## src/rtl/fetch_pkg.sv

```systemverilog
// Shared types and constants for the instruction fetch sequencer.
package fetch_pkg;

    typedef enum logic [2:0] {
        REQ_START,
        REQ,
        VALID,
        ADVANCE,
        ERR
    } fetch_state_t;

    localparam logic [31:0] NOP_INSTR = 32'h0000_0000;

endpackage

```

## src/rtl/fetch_watchdog.sv

```systemverilog
// Clear/enable cycle counter; expired flags the last allowed wait cycle.
module fetch_watchdog #(
    parameter int TIMEOUT = 16,
    localparam int CW = $clog2(TIMEOUT) + 1
) (
    input  logic clk,
    input  logic reset,
    input  logic clear,
    input  logic enable,
    output logic expired
);

    logic [CW-1:0] count;

    always_ff @(posedge clk) begin
        if (!reset) begin
            count <= '0;
        end else if (clear) begin
            count <= '0;
        end else if (enable) begin
            count <= count + CW'(1);
        end
    end

    // Cleared on every request start, so the count never wraps.
    assign expired = (count == CW'(TIMEOUT - 1));

endmodule

```

## src/rtl/fetch_unit.sv

```systemverilog
// Fetch sequencer: issues the PC to instruction memory, hands the word to decode,
// and releases the PC for one cycle once the instruction is accepted or flushed.
module fetch_unit
    import fetch_pkg::*;
#(
    parameter int ADDR_W  = 32,
    parameter int DATA_W  = 32,
    parameter int TIMEOUT = 16
) (
    input  logic              clk,
    input  logic              reset,
    input  logic [ADDR_W-1:0] pc,
    output logic              pc_halt,
    output logic              imem_req,
    output logic [ADDR_W-1:0] imem_addr,
    input  logic              imem_ack,
    input  logic [DATA_W-1:0] imem_rdata,
    output logic [DATA_W-1:0] instr,
    output logic              instr_valid,
    input  logic              instr_ready,
    input  logic              flush,
    output logic              fetch_err
);

    fetch_state_t state, state_next;
    logic         discard;
    logic         capture;
    logic         set_discard;
    logic         clr_discard;
    logic         wd_expired;

    fetch_watchdog #(
        .TIMEOUT(TIMEOUT)
    ) u_watchdog (
        .clk    (clk),
        .reset  (reset),
        .clear  (state == REQ_START),
        .enable (state == REQ),
        .expired(wd_expired)
    );

    always_ff @(posedge clk) begin
        if (!reset) begin
            state <= REQ_START;
        end else begin
            state <= state_next;
        end
    end

    always_comb begin
        state_next  = state;
        capture     = 1'b0;
        set_discard = 1'b0;
        clr_discard = 1'b0;
        case (state)
            REQ_START: state_next = REQ;
            REQ: begin
                // An ack always beats the watchdog; a flush arriving with it drops the data.
                if (imem_ack) begin
                    if (discard || flush) begin
                        clr_discard = 1'b1;
                        state_next  = ADVANCE;
                    end else begin
                        capture    = 1'b1;
                        state_next = VALID;
                    end
                end else begin
                    set_discard = flush;
                    if (wd_expired) begin
                        state_next = ERR;
                    end
                end
            end
            VALID: begin
                if (flush || instr_ready) begin
                    state_next = ADVANCE;
                end
            end
            ADVANCE: state_next = REQ_START;
            ERR:     state_next = ERR;
            default: state_next = REQ_START;
        endcase
    end

    always_ff @(posedge clk) begin
        if (!reset) begin
            imem_req    <= 1'b0;
            imem_addr   <= '0;
            instr       <= DATA_W'(NOP_INSTR);
            instr_valid <= 1'b0;
            fetch_err   <= 1'b0;
            discard     <= 1'b0;
        end else begin
            imem_req    <= (state_next == REQ);
            instr_valid <= (state_next == VALID);
            fetch_err   <= fetch_err | (state_next == ERR);
            if (state == REQ_START) begin
                imem_addr <= pc;
            end
            if (capture) begin
                instr <= imem_rdata;
            end
            if (clr_discard) begin
                discard <= 1'b0;
            end else if (set_discard) begin
                discard <= 1'b1;
            end
        end
    end

    assign pc_halt = (state != ADVANCE);

endmodule

```

## config.mk

```make
export PLATFORM = sky130hd
export DESIGN_NAME = fetch_unit
export DESIGN_NICKNAME = d
export VERILOG_FILES = /design/src/rtl/fetch_pkg.sv /design/src/rtl/fetch_watchdog.sv /design/src/rtl/fetch_unit.sv
export SDC_FILE = /design/constraint.sdc
export NUM_CORES = 1
export LEC_CHECK = 0
export BUFFER_PORTS_ARGS = -buffer_cell sky130_fd_sc_hd__buf_4
export CORE_ASPECT_RATIO = 0.5
export CORE_UTILIZATION = 48
export CTS_BUF_LIST = sky130_fd_sc_hd__clkbuf_4
export CTS_CLUSTER_SIZE = 10
export DETAILED_ROUTE_END_ITERATION = 8
export GPL_TIMING_DRIVEN = 0
export PLACE_DENSITY_LB_ADDON = 0.08
export SYNTH_ARGS = -nofsm -noshare
export SYNTH_HDL_FRONTEND = slang
export SYNTH_HIERARCHICAL = 1
export SYNTH_SLANG_ARGS = --single-unit
export TNS_END_PERCENT = 50
```

## constraint.sdc

```tcl
create_clock -name clk -period 2.2 [get_ports clk]
set_input_delay 0.44 -clock clk [delete_from_list [all_inputs] [get_ports clk]]
set_output_delay 0.44 -clock clk [all_outputs]
set_load 0.02 [all_outputs]
```

==> flow_metrics.env <==
export IMPL_hold_slack_ns=0.229
export IMPL_ir_drop_mv=0.542
export IMPL_final_hold_violation_count=0
export IMPL_power_density_nw_per_um2=673
export IMPL_cp_max_fo=10
export IMPL_ys_warn_count=6
export IMPL_finalSetupTns_ns=0
export IMPL_htree_levels=3
export IMPL_setup_worst_path_class="reg -> reg"
export IMPL_grt_max_degree=13
export IMPL_drtPass1Iterations=4
export IMPL_slowest_stage="or3b_1"
export IMPL_antenna_left=0
export IMPL_cts_tree="yes"
export IMPL_vias=2908
export IMPL_yosysSeqAreaShare=0.511
export IMPL_grt_pass1_vias=2660
export IMPL_die_area_um2=6540
export IMPL_cts_path_max_buffers=2
export IMPL_slew_headroom=0.631
export IMPL_hp_class="in -> reg"
export IMPL_syn_inst=349
export IMPL_ys_async_sr_fraction=0
export IMPL_start_util=0.520
export IMPL_rrSetupSlack_ns=0.43
export IMPL_ios=137
export IMPL_grt_use_total=0.234
export IMPL_synth_ff_type="dfxtp_1"
export IMPL_die_height_um=57.7
export IMPL_antenna_found_initial=0
export IMPL_drt_iter0_markers=202
export IMPL_rows=19
export IMPL_startpoint_type="register"
export IMPL_setup_viol=0
export IMPL_dieWidth_um=113
export IMPL_gp_congestion=0.746
export IMPL_path_clk_slew_ns=0.11
export IMPL_fin_skew_ns=0.00990
export IMPL_cts_hold_fix_buffers=0
export IMPL_cts_buffers=9
export IMPL_rsz0062_at_grt="no"
export IMPL_syn_avg_cell_area_um2=8.54
export IMPL_crit_path_end_kind="register"
export IMPL_fin_crit_sh=0.803
export IMPL_min_to="discard$_SDFFE_PP0P_"
export IMPL_drc=0
export IMPL_cts_resized=0
export IMPL_post_cts_repair_setup_buffers=0
export IMPL_viasPerCell=4.97
export IMPL_period_needed_ns=1.77
export IMPL_wl_per_cell_um=12.6
export IMPL_routed_wl_um=7360
export IMPL_hold_path_depth=2
export IMPL_syn_nets=420
export IMPL_syn_to_final_growth_pct=41.4
export IMPL_maxCapViolCount=0
export IMPL_min_from="imem_ack"
export IMPL_synth_area_top_cells="dfxtp_1, a21oi_1, nand2_1, nand3_1, o21ai_0"
export IMPL_maxSlewViolCount=0
export IMPL_crit_path_max_incr_delay_ns=0.36
export IMPL_synth_edf_count=0
export IMPL_antenna_cells=0
export IMPL_arrival_ns=2.09
export IMPL_synth_largest_area_cell="dfxtp_1"
export IMPL_crit_chain="buf_4 -> or3b_1 -> buf_6 -> inv_8 -> buf_8 -> buf_2 -> nand4_1 -> mux2i_1"
export IMPL_overflow=0
export IMPL_core_area_um2=5730
export IMPL_r2r_end="u_watchdog/count[3]$_SDFFE_PP0P_"
export IMPL_syn_cell_area_um2=2980
export IMPL_worst_pin_slew_ns=0.554
export IMPL_reg2reg_depth=8
export IMPL_worst_r2r_startpoint="state[0]$_SDFF_PN0_"
export IMPL_cp_required_ns=2.52
export IMPL_status="completed"
export IMPL_clockRootBuffer="clkbuf_4"
export IMPL_p_leak_nw=1.84
export IMPL_cts_sinks=76
export IMPL_worstSkewPairLatency_ns=0.43
export IMPL_ys_seq_elements=76
export IMPL_drive_gt1_frac=0.347
export IMPL_synth_top_area_share=0.511
export IMPL_nNetsFinal=567
export IMPL_clock_fmax_mhz=566
export IMPL_grt_pass1_wl_um=11800
export IMPL_yosys_cell_types_count=38
export IMPL_port_buffers=136
export IMPL_post_dp_hpwl_um=5310
## state kept, by name, summed over array words and instances (netlist names)
| name | count |
|---|---|
| instr_valid | 1 |
| imem_addr | 32 |
| u_watchdog/count | 5 |
| discard | 1 |
| imem_req | 1 |
| fetch_err | 1 |
| instr | 32 |
| state | 3 |
## where the power goes
| part | internal, W | switching [W] | total (W) |
|---|---|---|---|
| clock network | 0.000259 | 0.000452 | 0.000711 |
| logic | 0.000289 | 0.000344 | 0.000633 |
| registers | 0.00145 | 0.0000368 | 0.00149 |
## cell usage in the layout (no fill, tap or decap), types with 2 or more instances in the layout
master	instances
ha_1	2
nand2_1	66
clkbuf_2	3
buf_4	137
nand3_1	32
buf_2	5
dfxtp_1	76
o21ai_0	28
clkinv_1	3
clkbuf_4	12
a21oi_1	68
and2_1	2
o21a_1	3
buf_8	3
or3b_1	3
nand2b_1	4
nand3b_1	3
clkbuf_1	13
nor2_1	6
clkinv_2	2
mux2i_1	2
o21ai_1	4
inv_1	2
buf_6	6
## cells by family after synthesis
family | synth area share
fa+ha+maj | 0.00840
simple gates | 0.197
buf+inv | 0.0781
xor+xnor | 0.00294
flops | 0.511
mux | 0.0105
compound gates | 0.193
## routing by layer
layer | up-vias | wire length (um) | part of all wire | global-route usage
met5 | - | 0 | 0 | 0
met3 | 10 | 729 | 0.099 | 0.103
met1 | 1305 | 3360 | 0.46 | 0.283
met2 | 102 | 3170 | 0.43 | 0.365
li1 | 1491 | - | - | -
met4 | 0 | 97 | 0.013 | 0.105
## synth_stat cells, types with 2 or more instances
master and n:
buf_8 3, buf_6 6, nor2_1 6, clkbuf_2 3, o21ai_0 28, and2_1 2, nand2_1 66, or3b_1 3
nand3b_1 3, buf_2 5, mux2i_1 2, inv_1 2, ha_1 2, a21oi_1 68, o21a_1 3, nand2b_1 4
dfxtp_1 76, nand3_1 32, clkbuf_1 13, o21ai_1 4
## per-stage QoR
step / std cells / instance area (um^2) / utilization / worst slack (ns) / total power, W
6_report: 585 / 4210 / 0.735 / 0.433 / 0.00283
5_1_grt: 585 / 4210 / 0.735 / 0.329 / 0.00298
4_1_cts: 585 / 4210 / 0.735 / 0.431 / 0.00287
3_5_place_dp: 569 / 4110 / 0.717 / 0.310 / 0.00216
3_3_place_gp: 569 / 4110 / 0.717 / 0.333 / 0.00215
2_1_floorplan: 349 / 2980 / - / 0.577 / 0.00188
## layout make-up
type / instances / area [um^2]
buffer: 31 / 209
timing repair buffer: 136 / 1020
multi-input combinational: 238 / 1220
clock inverter: 4 / 16.3
tap: 84 / 105
fill: 493 / 1520
inverter: 4 / 23.8
sequential: 76 / 1520
clock buffer: 12 / 90.1
## worst max-delay path by stage
stage                        start                                to  depth (start not counted)
4_1_cts        state[0]$_SDFF_PN0_  u_watchdog/count[3]$_SDFFE_PP0P_                          8
3_3_place_gp                 reset         imem_addr[5]$_SDFFE_PN0P_                          5
6_report       state[0]$_SDFF_PN0_  u_watchdog/count[3]$_SDFFE_PP0P_                          8
5_1_grt        state[0]$_SDFF_PN0_  u_watchdog/count[1]$_SDFFE_PP0P_                          8
3_5_place_dp                 reset         imem_addr[6]$_SDFFE_PN0P_                          5
2_1_floorplan  state[1]$_SDFF_PN0_  u_watchdog/count[3]$_SDFFE_PP0P_                          8
## worst max-delay path: cells and delay by family, from the launching register on
family / cells / cell delay, ns
and+or+nand+nor: 2 / 0.50
buffers and inverters: 5 / 0.70
muxes: 1 / 0.14
DFF: 1 / 0.33
Power figures use the tool's default switching activity.
